## src/rtl/aes_round_key_sequencer.sv

```systemverilog
// Sequences AES key expansion and streams the latched round-key schedule (round 0..NO_ROUNDS)
// to an iterative round engine, one key per accepted handshake.
module aes_round_key_sequencer #(
    parameter int DATA_W    = 128,
    parameter int KEY_LEN   = 128,
    parameter int NO_ROUNDS = 10,
    parameter int TIMEOUT   = 64
) (
    input  logic                          clk,
    input  logic                          reset,
    input  logic                          key_valid,
    output logic                          key_ready,
    input  logic [KEY_LEN-1:0]            cipher_key,
    output logic                          kexp_valid_in,
    output logic [KEY_LEN-1:0]            kexp_cipher_key,
    input  logic [NO_ROUNDS*DATA_W-1:0]   kexp_superkey,
    input  logic [NO_ROUNDS-1:0]          kexp_valid_out,
    input  logic                          blk_start,
    output logic                          blk_ready,
    output logic                          rk_valid,
    input  logic                          rk_ready,
    output logic [3:0]                    rk_round,
    output logic [DATA_W-1:0]             rk_key,
    output logic                          rk_last,
    output logic                          key_loaded,
    output logic                          kexp_err
);

    localparam int CNT_W = $clog2(TIMEOUT + 1);

    typedef enum logic [1:0] {
        IDLE   = 2'd0,
        EXPAND = 2'd1,
        READY  = 2'd2,
        ISSUE  = 2'd3
    } state_t;

    state_t                        state_r, state_s;
    logic [CNT_W-1:0]              cnt_r, cnt_s;
    logic [KEY_LEN-1:0]            key_r, key_s;
    logic [NO_ROUNDS*DATA_W-1:0]   sched_r, sched_s;
    logic                          kvi_r, kvi_s;
    logic                          key_loaded_r, key_loaded_s;
    logic                          kexp_err_r, kexp_err_s;
    logic                          rk_valid_r, rk_valid_s;
    logic [3:0]                    rk_round_r, rk_round_s;
    logic [DATA_W-1:0]             rk_key_r, rk_key_s;
    logic                          rk_last_r, rk_last_s;
    logic                          key_ready_r, key_ready_s;
    logic                          blk_en_r, blk_en_s;
    logic                          key_acc_s;
    logic                          blk_acc_s;

    // Round 0 is the cipher key itself; round k sits in the superkey with round 1 most significant.
    function automatic logic [DATA_W-1:0] round_key(
        input logic [3:0]                  idx,
        input logic [KEY_LEN-1:0]          key,
        input logic [NO_ROUNDS*DATA_W-1:0] sched
    );
        logic [DATA_W-1:0] rk;
        rk = key;
        for (int k = 1; k <= NO_ROUNDS; k++) begin
            if (idx == 4'(k)) begin
                rk = sched[(NO_ROUNDS-k)*DATA_W +: DATA_W];
            end else begin
                rk = rk;
            end
        end
        return rk;
    endfunction

    // A new key wins over a block request offered in the same cycle.
    assign key_acc_s = key_valid & key_ready_r;
    assign blk_ready = blk_en_r & ~key_valid;
    assign blk_acc_s = blk_start & blk_ready;

    // Next-state and next-register values.
    always_comb begin
        state_s      = state_r;
        cnt_s        = cnt_r;
        key_s        = key_r;
        sched_s      = sched_r;
        kvi_s        = 1'b0;
        key_loaded_s = key_loaded_r;
        kexp_err_s   = kexp_err_r;
        rk_valid_s   = rk_valid_r;
        rk_round_s   = rk_round_r;
        rk_key_s     = rk_key_r;
        rk_last_s    = rk_last_r;

        case (state_r)
            IDLE, READY: begin
                if (key_acc_s) begin
                    key_s        = cipher_key;
                    kexp_err_s   = 1'b0;
                    key_loaded_s = 1'b0;
                    cnt_s        = '0;
                    kvi_s        = 1'b1;
                    state_s      = EXPAND;
                end else if (blk_acc_s && (state_r == READY)) begin
                    rk_valid_s = 1'b1;
                    rk_round_s = 4'd0;
                    rk_key_s   = round_key(4'd0, key_r, sched_r);
                    rk_last_s  = 1'b0;
                    state_s    = ISSUE;
                end else begin
                    state_s = state_r;
                end
            end
            EXPAND: begin
                if (kexp_valid_out[NO_ROUNDS-1]) begin
                    sched_s      = kexp_superkey;
                    key_loaded_s = 1'b1;
                    state_s      = READY;
                end else if (cnt_r == CNT_W'(TIMEOUT - 1)) begin
                    kexp_err_s   = 1'b1;
                    key_loaded_s = 1'b0;
                    state_s      = IDLE;
                end else begin
                    cnt_s = cnt_r + CNT_W'(1);
                end
            end
            ISSUE: begin
                if (rk_ready) begin
                    if (rk_round_r == 4'(NO_ROUNDS)) begin
                        rk_valid_s = 1'b0;
                        rk_round_s = 4'd0;
                        rk_key_s   = '0;
                        rk_last_s  = 1'b0;
                        state_s    = READY;
                    end else begin
                        rk_round_s = rk_round_r + 4'd1;
                        rk_key_s   = round_key(rk_round_r + 4'd1, key_r, sched_r);
                        rk_last_s  = ((rk_round_r + 4'd1) == 4'(NO_ROUNDS));
                    end
                end else begin
                    rk_valid_s = rk_valid_r;
                end
            end
            default: begin
                state_s = IDLE;
            end
        endcase

        key_ready_s = (state_s == IDLE) || (state_s == READY);
        blk_en_s    = (state_s == READY);
    end

    // State and output registers; reset drops any schedule and stream immediately.
    always_ff @(posedge clk or negedge reset) begin
        if (!reset) begin
            state_r      <= IDLE;
            cnt_r        <= '0;
            key_r        <= '0;
            sched_r      <= '0;
            kvi_r        <= 1'b0;
            key_loaded_r <= 1'b0;
            kexp_err_r   <= 1'b0;
            rk_valid_r   <= 1'b0;
            rk_round_r   <= 4'd0;
            rk_key_r     <= '0;
            rk_last_r    <= 1'b0;
            key_ready_r  <= 1'b0;
            blk_en_r     <= 1'b0;
        end else begin
            state_r      <= state_s;
            cnt_r        <= cnt_s;
            key_r        <= key_s;
            sched_r      <= sched_s;
            kvi_r        <= kvi_s;
            key_loaded_r <= key_loaded_s;
            kexp_err_r   <= kexp_err_s;
            rk_valid_r   <= rk_valid_s;
            rk_round_r   <= rk_round_s;
            rk_key_r     <= rk_key_s;
            rk_last_r    <= rk_last_s;
            key_ready_r  <= key_ready_s;
            blk_en_r     <= blk_en_s;
        end
    end

    assign key_ready       = key_ready_r;
    assign kexp_valid_in   = kvi_r;
    assign kexp_cipher_key = key_r;
    assign rk_valid        = rk_valid_r;
    assign rk_round        = rk_round_r;
    assign rk_key          = rk_key_r;
    assign rk_last         = rk_last_r;
    assign key_loaded      = key_loaded_r;
    assign kexp_err        = kexp_err_r;

endmodule

```

## config.mk

```make
export PLATFORM = sky130hd
export DESIGN_NAME = aes_round_key_sequencer
export DESIGN_NICKNAME = d
export VERILOG_FILES = /design/src/rtl/aes_round_key_sequencer.sv
export SDC_FILE = /design/constraint.sdc
export NUM_CORES = 2
export LEC_CHECK = 0
export ABC_CLOCK_PERIOD_IN_PS = 2650
export CELL_PAD_IN_SITES_DETAIL_PLACEMENT = 1
export CELL_PAD_IN_SITES_GLOBAL_PLACEMENT = 2
export CORE_AREA = 5 5 654 656
export CTS_CLUSTER_DIAMETER = 100
export DETAILED_ROUTE_END_ITERATION = 7
export DIE_AREA = 0 0 659 661
export PLACE_DENSITY_LB_ADDON = 0.1
export SLEW_MARGIN = 20
export SYNTH_ARGS = -nofsm -noshare
export SYNTH_HDL_FRONTEND = slang
export SYNTH_SLANG_ARGS = --single-unit
```

## constraint.sdc

```tcl
create_clock -name clk -period 2.65 [get_ports clk]
set_input_delay 0.795 -clock clk [delete_from_list [all_inputs] [get_ports clk]]
set_output_delay 0.795 -clock clk [all_outputs]
set_load 0.05 [all_outputs]
```

-- Yosys cells after proc, flatten, opt, wreduce, memory -nomap -nowiden
Cells that the tools add are included.
- add/sub/neg operators: 2
- eq/ne operators: 25
- mux-type cells: 50
- bitwise logic cells: 4
- reduce and logical (&&, ||, !) cells: 14
- operator list (operator ; count):
    $mux W128 ; 14
    $pmux W128 S2 ; 1
    $mux W7 ; 3
    $eq A4 B3 Y1 const B ; 4
    $eq A4 B4 Y1 const B ; 4
    $mux W4 ; 4
    $ne A2 B2 Y1 const B ; 8
    $mux W1 ; 15
    $pmux W7 S2 ; 1
    $mux W2 ; 6
    $reduce_and A4 Y1 ; 3
    $eq A4 B2 Y1 const B ; 2
    $pmux W1 S2 ; 4
    $pmux W4 S2 ; 1
    $add A7 B1 Y7 const B ; 1
    $eq A7 B6 Y1 const B ; 1
    $eq A2 B2 Y1 const B ; 3
    $pmux W2 S3 ; 1
    $reduce_and A5 Y1 ; 1
    $add A4 B1 Y4 const B ; 1
    $eq A4 B1 Y1 const B ; 1
    $logic_not A2 Y1 ; 2
    $reduce_and A2 Y1 ; 2
    $reduce_bool A2 Y1 ; 2
    8 further kinds ; 10
- bits in registers: 1556
- output and inout port bits: 267
- word-level logic and storage cells: 108

-- Logic depth before layout (Yosys ltp)
- word-level depth: 15
- gate-level depth with buffers: 13
- gate-level depth less buffers: 9

-- Least setup slack after synthesis
OpenSTA, ideal clock, no wires.
- path type: flip-flop to flip-flop
- start: reg rk_round_r[1] (netlist: rk_round[1])
- end: reg rk_key_r[127] (netlist: rk_key[127])
- setup time: 0.136 ns
- arrival: 2.682 ns
- data required time: 2.514 ns
- path slack: -0.168 ns
- cell stages (with the launch flop): 11
- path buffers: 4
- clock period less this slack: 2.818 ns
- path through: dfrtp_1 -> inv_1 -> ha_1 -> inv_1 -> buf_2 -> buf_2 -> buf_2 -> buf_1 -> a21oi_1 -> a2111oi_0 -> o21ai_0
- cells in the longest elaborated chain, start to end: 15
- RTL lines (item ; line ; RTL):
    from (decl) ; 46 ; logic [3:0] rk_round_r, rk_round_s;
    from (signal assigned) ; 174 ; rk_round_r <= rk_round_s;
    $add A4 B1 Y4 ; 133 ; rk_key_s = round_key(rk_round_r + 4'd1, key_r, sched_r);
    $eq A4 B1 Y1 ; 63 ; if (idx == 4'(k)) begin
    $mux W128 (10 in series) ; 63 ;
    $mux W128 * ; 125 ; if (rk_round_r == 4'(NO_ROUNDS)) begin
    $mux W128 * ; 124 ; if (rk_ready) begin
    $pmux W128 S2 * ; 91 ; case (state_r)
    to (signal assigned) ; 175 ; rk_key_r <= rk_key_s;
    to (decl) ; 47 ; logic [DATA_W-1:0] rk_key_r, rk_key_s;
Mark *: on every way between the ends. The rest lies on a longest branch, timed or not. The select of a mux whose other input is x is not followed.
A chain may end at the register's enable or synchronous reset.

-- Final worst setup path
- start: reg rk_round_r[0] (netlist: rk_round[0])
- end: reg rk_key_r[55] (netlist: rk_key[55])
Same word-level chain as after synthesis.

==> results.json <==
{
  "status": "complete, but fails checks",
  "violations": "setup timing",
  "grt-ovfl-total": 0,
  "place.gp.congestion": 0.849,
  "max_stage_delay_ns": 0.44,
  "syn_inst": 6179,
  "layout_common_cells": "dfrtp_1, clkdlybuf4s50_1, mux2_2, buf_4, nand2_1",
  "viasPerCell": 4.62,
  "num_rows": 239,
  "netlist.area_leader.share": 0.539,
  "route.detailed.drc": 0,
  "ys_seq_area_frac": 0.539,
  "whs_ns": 0.402,
  "avgSynthCellArea_um2": 11.7,
  "finalCriticalPeriod_ns": 2.78,
  "final_core_util": 0.275,
  "io_pins": 1690,
  "relSlewSlack": 0.460,
  "final_cell_area_um2": 116000,
  "antenna_found_initial": 312,
  "clockBufferDepth": 4,
  "placed_cell_area_um2": 102000,
  "power_mw": 142,
  "finalClockSkew_ns": 0.0672,
  "rsz0062_at_grt": "yes",
  "multi_input_area_um2": 33700,
  "dieArea_um2": 436000,
  "cts-root-buf": "clkbuf_16",
  "synth-main-ff-cell": "dfrtp_1",
  "vias": 66200,
  "crit_chain": "buf_8 -> a21bo_4 -> buf_6 -> a21oi_4 -> buf_6 -> o21ai_4 -> buf_4 -> buf_12 -> buf_16 -> o221ai_1 -> o2bb2ai_1 -> a211oi_2",
  "path_clk_slew_ns": 0.06,
  "setup_tns_ns": -6.64,
  "synth_area_um2": 72200,
  "setup_viol": 114,
  "p_per_area_nw_per_um2": 1230,
  "startpoint_type": "flop",
  "netlist.top_cell.by_area": "dfrtp_1",
  "port_buffers": 1680,
  "grt_pass1_vias": 70700,
  "crit_top_cell": "buf_6",
  "synth-seq-cells": 1556,
  "fp.dieW_um": 659,
  "avgRoutedWirePerCell_um": 37.2,
  "synth_area_leaders": "dfrtp_1, mux2_2, nand2_1",
  "synth.distinct_cells": 69,
  "setup_ws_ns": -0.131,
  "min_path_type": "input pin to flop",
  "start_util": 0.171,
  "clk_latency_ns": 0.92,
  "nFillCells": 46100,
  "fin_crit_sh": 1.05,
  "layout.cells.most_common": "dfrtp_1",
  "vdd_drop_max_mv": 0.616,
  "required_ns": 3.38,
  "cp_slowest_cell": "dfrtp_2",
  "synth_warnings": 0,
  "core_area_um2": 422000,
  "synthesis.nets": 7608,
  "die_h_um": 661,
  "ant_nets": 0,
  "p_leak_nw": 46.2,
  "h-tree-depth": 4,
  "fmax_ghz": 0.360,
  "synth_edf_count": 0,
  "synthArstFlopShare": 1.00,
  "worstPathArrival_ns": 3.51,
  "cts_tree": "done",
  "hold_viol_final": 0,
  "grt_pass1_wl_mm": 686,
  "end_kind": "flop",
  "cts_made_buffers": 219,
  "drt_iter0_drc": 3861,
  "grt_usage": 0.231,
  "dp_hpwl_mm": 403,
  "seqCellArea_um2": 39000,
  "cts.sinks": 1556,
  "slew_viol_final": 0,
  "worst_pin_slew_ns": 0.809,
  "cap_violations": 0,
  "critPathKind": "flop to flop",
  "nets": 9954,
  "critPathTopFamily": "compound AO/OA/AOI/OAI gates",
  "path_max_fanout": 28,
  "totalWireLength_mm": 533,
  "grt_max_degree": 123,
  "area_growth_pct": 60.5,
  "drive_above_1_share": 0.385,
  "crit_buf_inv": 6,
  "first_pass_iters": 5
}
==> repair_timing <==
item	in CTS	in global routing
buffers inserted	75	93
resized for setup	862	328
hold buffers	1	0
endpoints found under the setup margin	274	138
endpoints found under the hold margin	6	0
pin swaps	107	174
cloned	20	31
==> synth_stat cells, types with 28 or more instances <==
cell type and number:
a211oi_1 168, a21oi_1 280, a221oi_1 237, a221oi_2 28
a22oi_1 124, a31oi_1 94, and3_1 66, buf_2 183
clkbuf_1 312, dfrtp_1 1556, mux2_2 1281, nand2_1 694
nor2_1 296, o21ai_0 203, o21ai_1 42, o221ai_1 184
o22a_1 35, o22ai_1 135, o2bb2ai_1 61
==> final cells by class <==
cell class | instances | area share
Inverter | 10 | 0.000540
Antenna cell | 98 | 0.00212
Timing Repair Buffer | 2662 | 0.248
Sequential cell | 1556 | 0.336
Tap cell | 5543 | 0.0598
Clock buffer | 330 | 0.0558
Clock inverter | 65 | 0.00652
Multi-Input combinational cell | 4076 | 0.291
==> metrics by stage <==
step | setup WS [ns] | std cells
floorplan | 0.0388 | 6179
global placement | -0.740 | 13600
detailed placement | -0.738 | 13600
CTS | -0.174 | 14100
global route | -0.252 | 14300
finish | -0.131 | 14300
==> routing by layer <==
layer,part of all wire,global-route usage,up-vias
li1,-,-,28100
met1,0.41,0.285,35000
met2,0.50,0.400,2173
met3,0.048,0.0412,861
met4,0.041,0.0840,74
met5,0.00085,0,-
==> state kept, by name, indices dropped and copies added, names as in the netlist, 2 cells and up <==
| signal | count |
|---|---|
| sched_r | 1280 |
| state_r | 2 |
| kexp_cipher_key | 128 |
| cnt_r | 7 |
| rk_round | 4 |
| rk_key | 128 |
==> tightest hold or removal path, delay by kind of cell <==
kind | cells | cell delay [ns]
buffers and inverters | 1 | 0.40
and+or+nand+nor | 2 | 0.10
==> final timing paths <==
path	startpoint	to	slack, ns	cells past startpoint
max	rk_round[0]$_DFFE_PN0P_	rk_key[55]$_DFFE_PN0P_	-0.13	12
min	cipher_key[79]	kexp_cipher_key[79]$_DFFE_PN0P_	0.40	3
max reg2reg	rk_round[0]$_DFFE_PN0P_	rk_key[55]$_DFFE_PN0P_	-0.13	12
min reg2reg	sched_r[1234]$_DFFE_PN0P_	sched_r[1234]$_DFFE_PN0P_	0.50	1
max in group asynchronous	reset	kexp_cipher_key[65]$_DFFE_PN0P_	0.95	3
min in group asynchronous	reset	sched_r[450]$_DFFE_PN0P_	0.52	2
==> cell families after synthesis <==
family,synth area share
xor gates and xnor gates,0.000485
buffers and inverters,0.0327
AOI/OAI and AO/OA,0.164
DFF,0.539
and+or+nand+nor,0.0624
muxes,0.200
adders and majority gates,0.00104
==> report_power, final <==
part / total, mW / internal [mW] / switching [mW]
combinational: 64.0 / 28.9 / 35.0
clock: 30.5 / 18.0 / 12.5
sequential: 47.9 / 36.0 / 11.9
No activity file was read; power rests on OpenSTA's default activity.
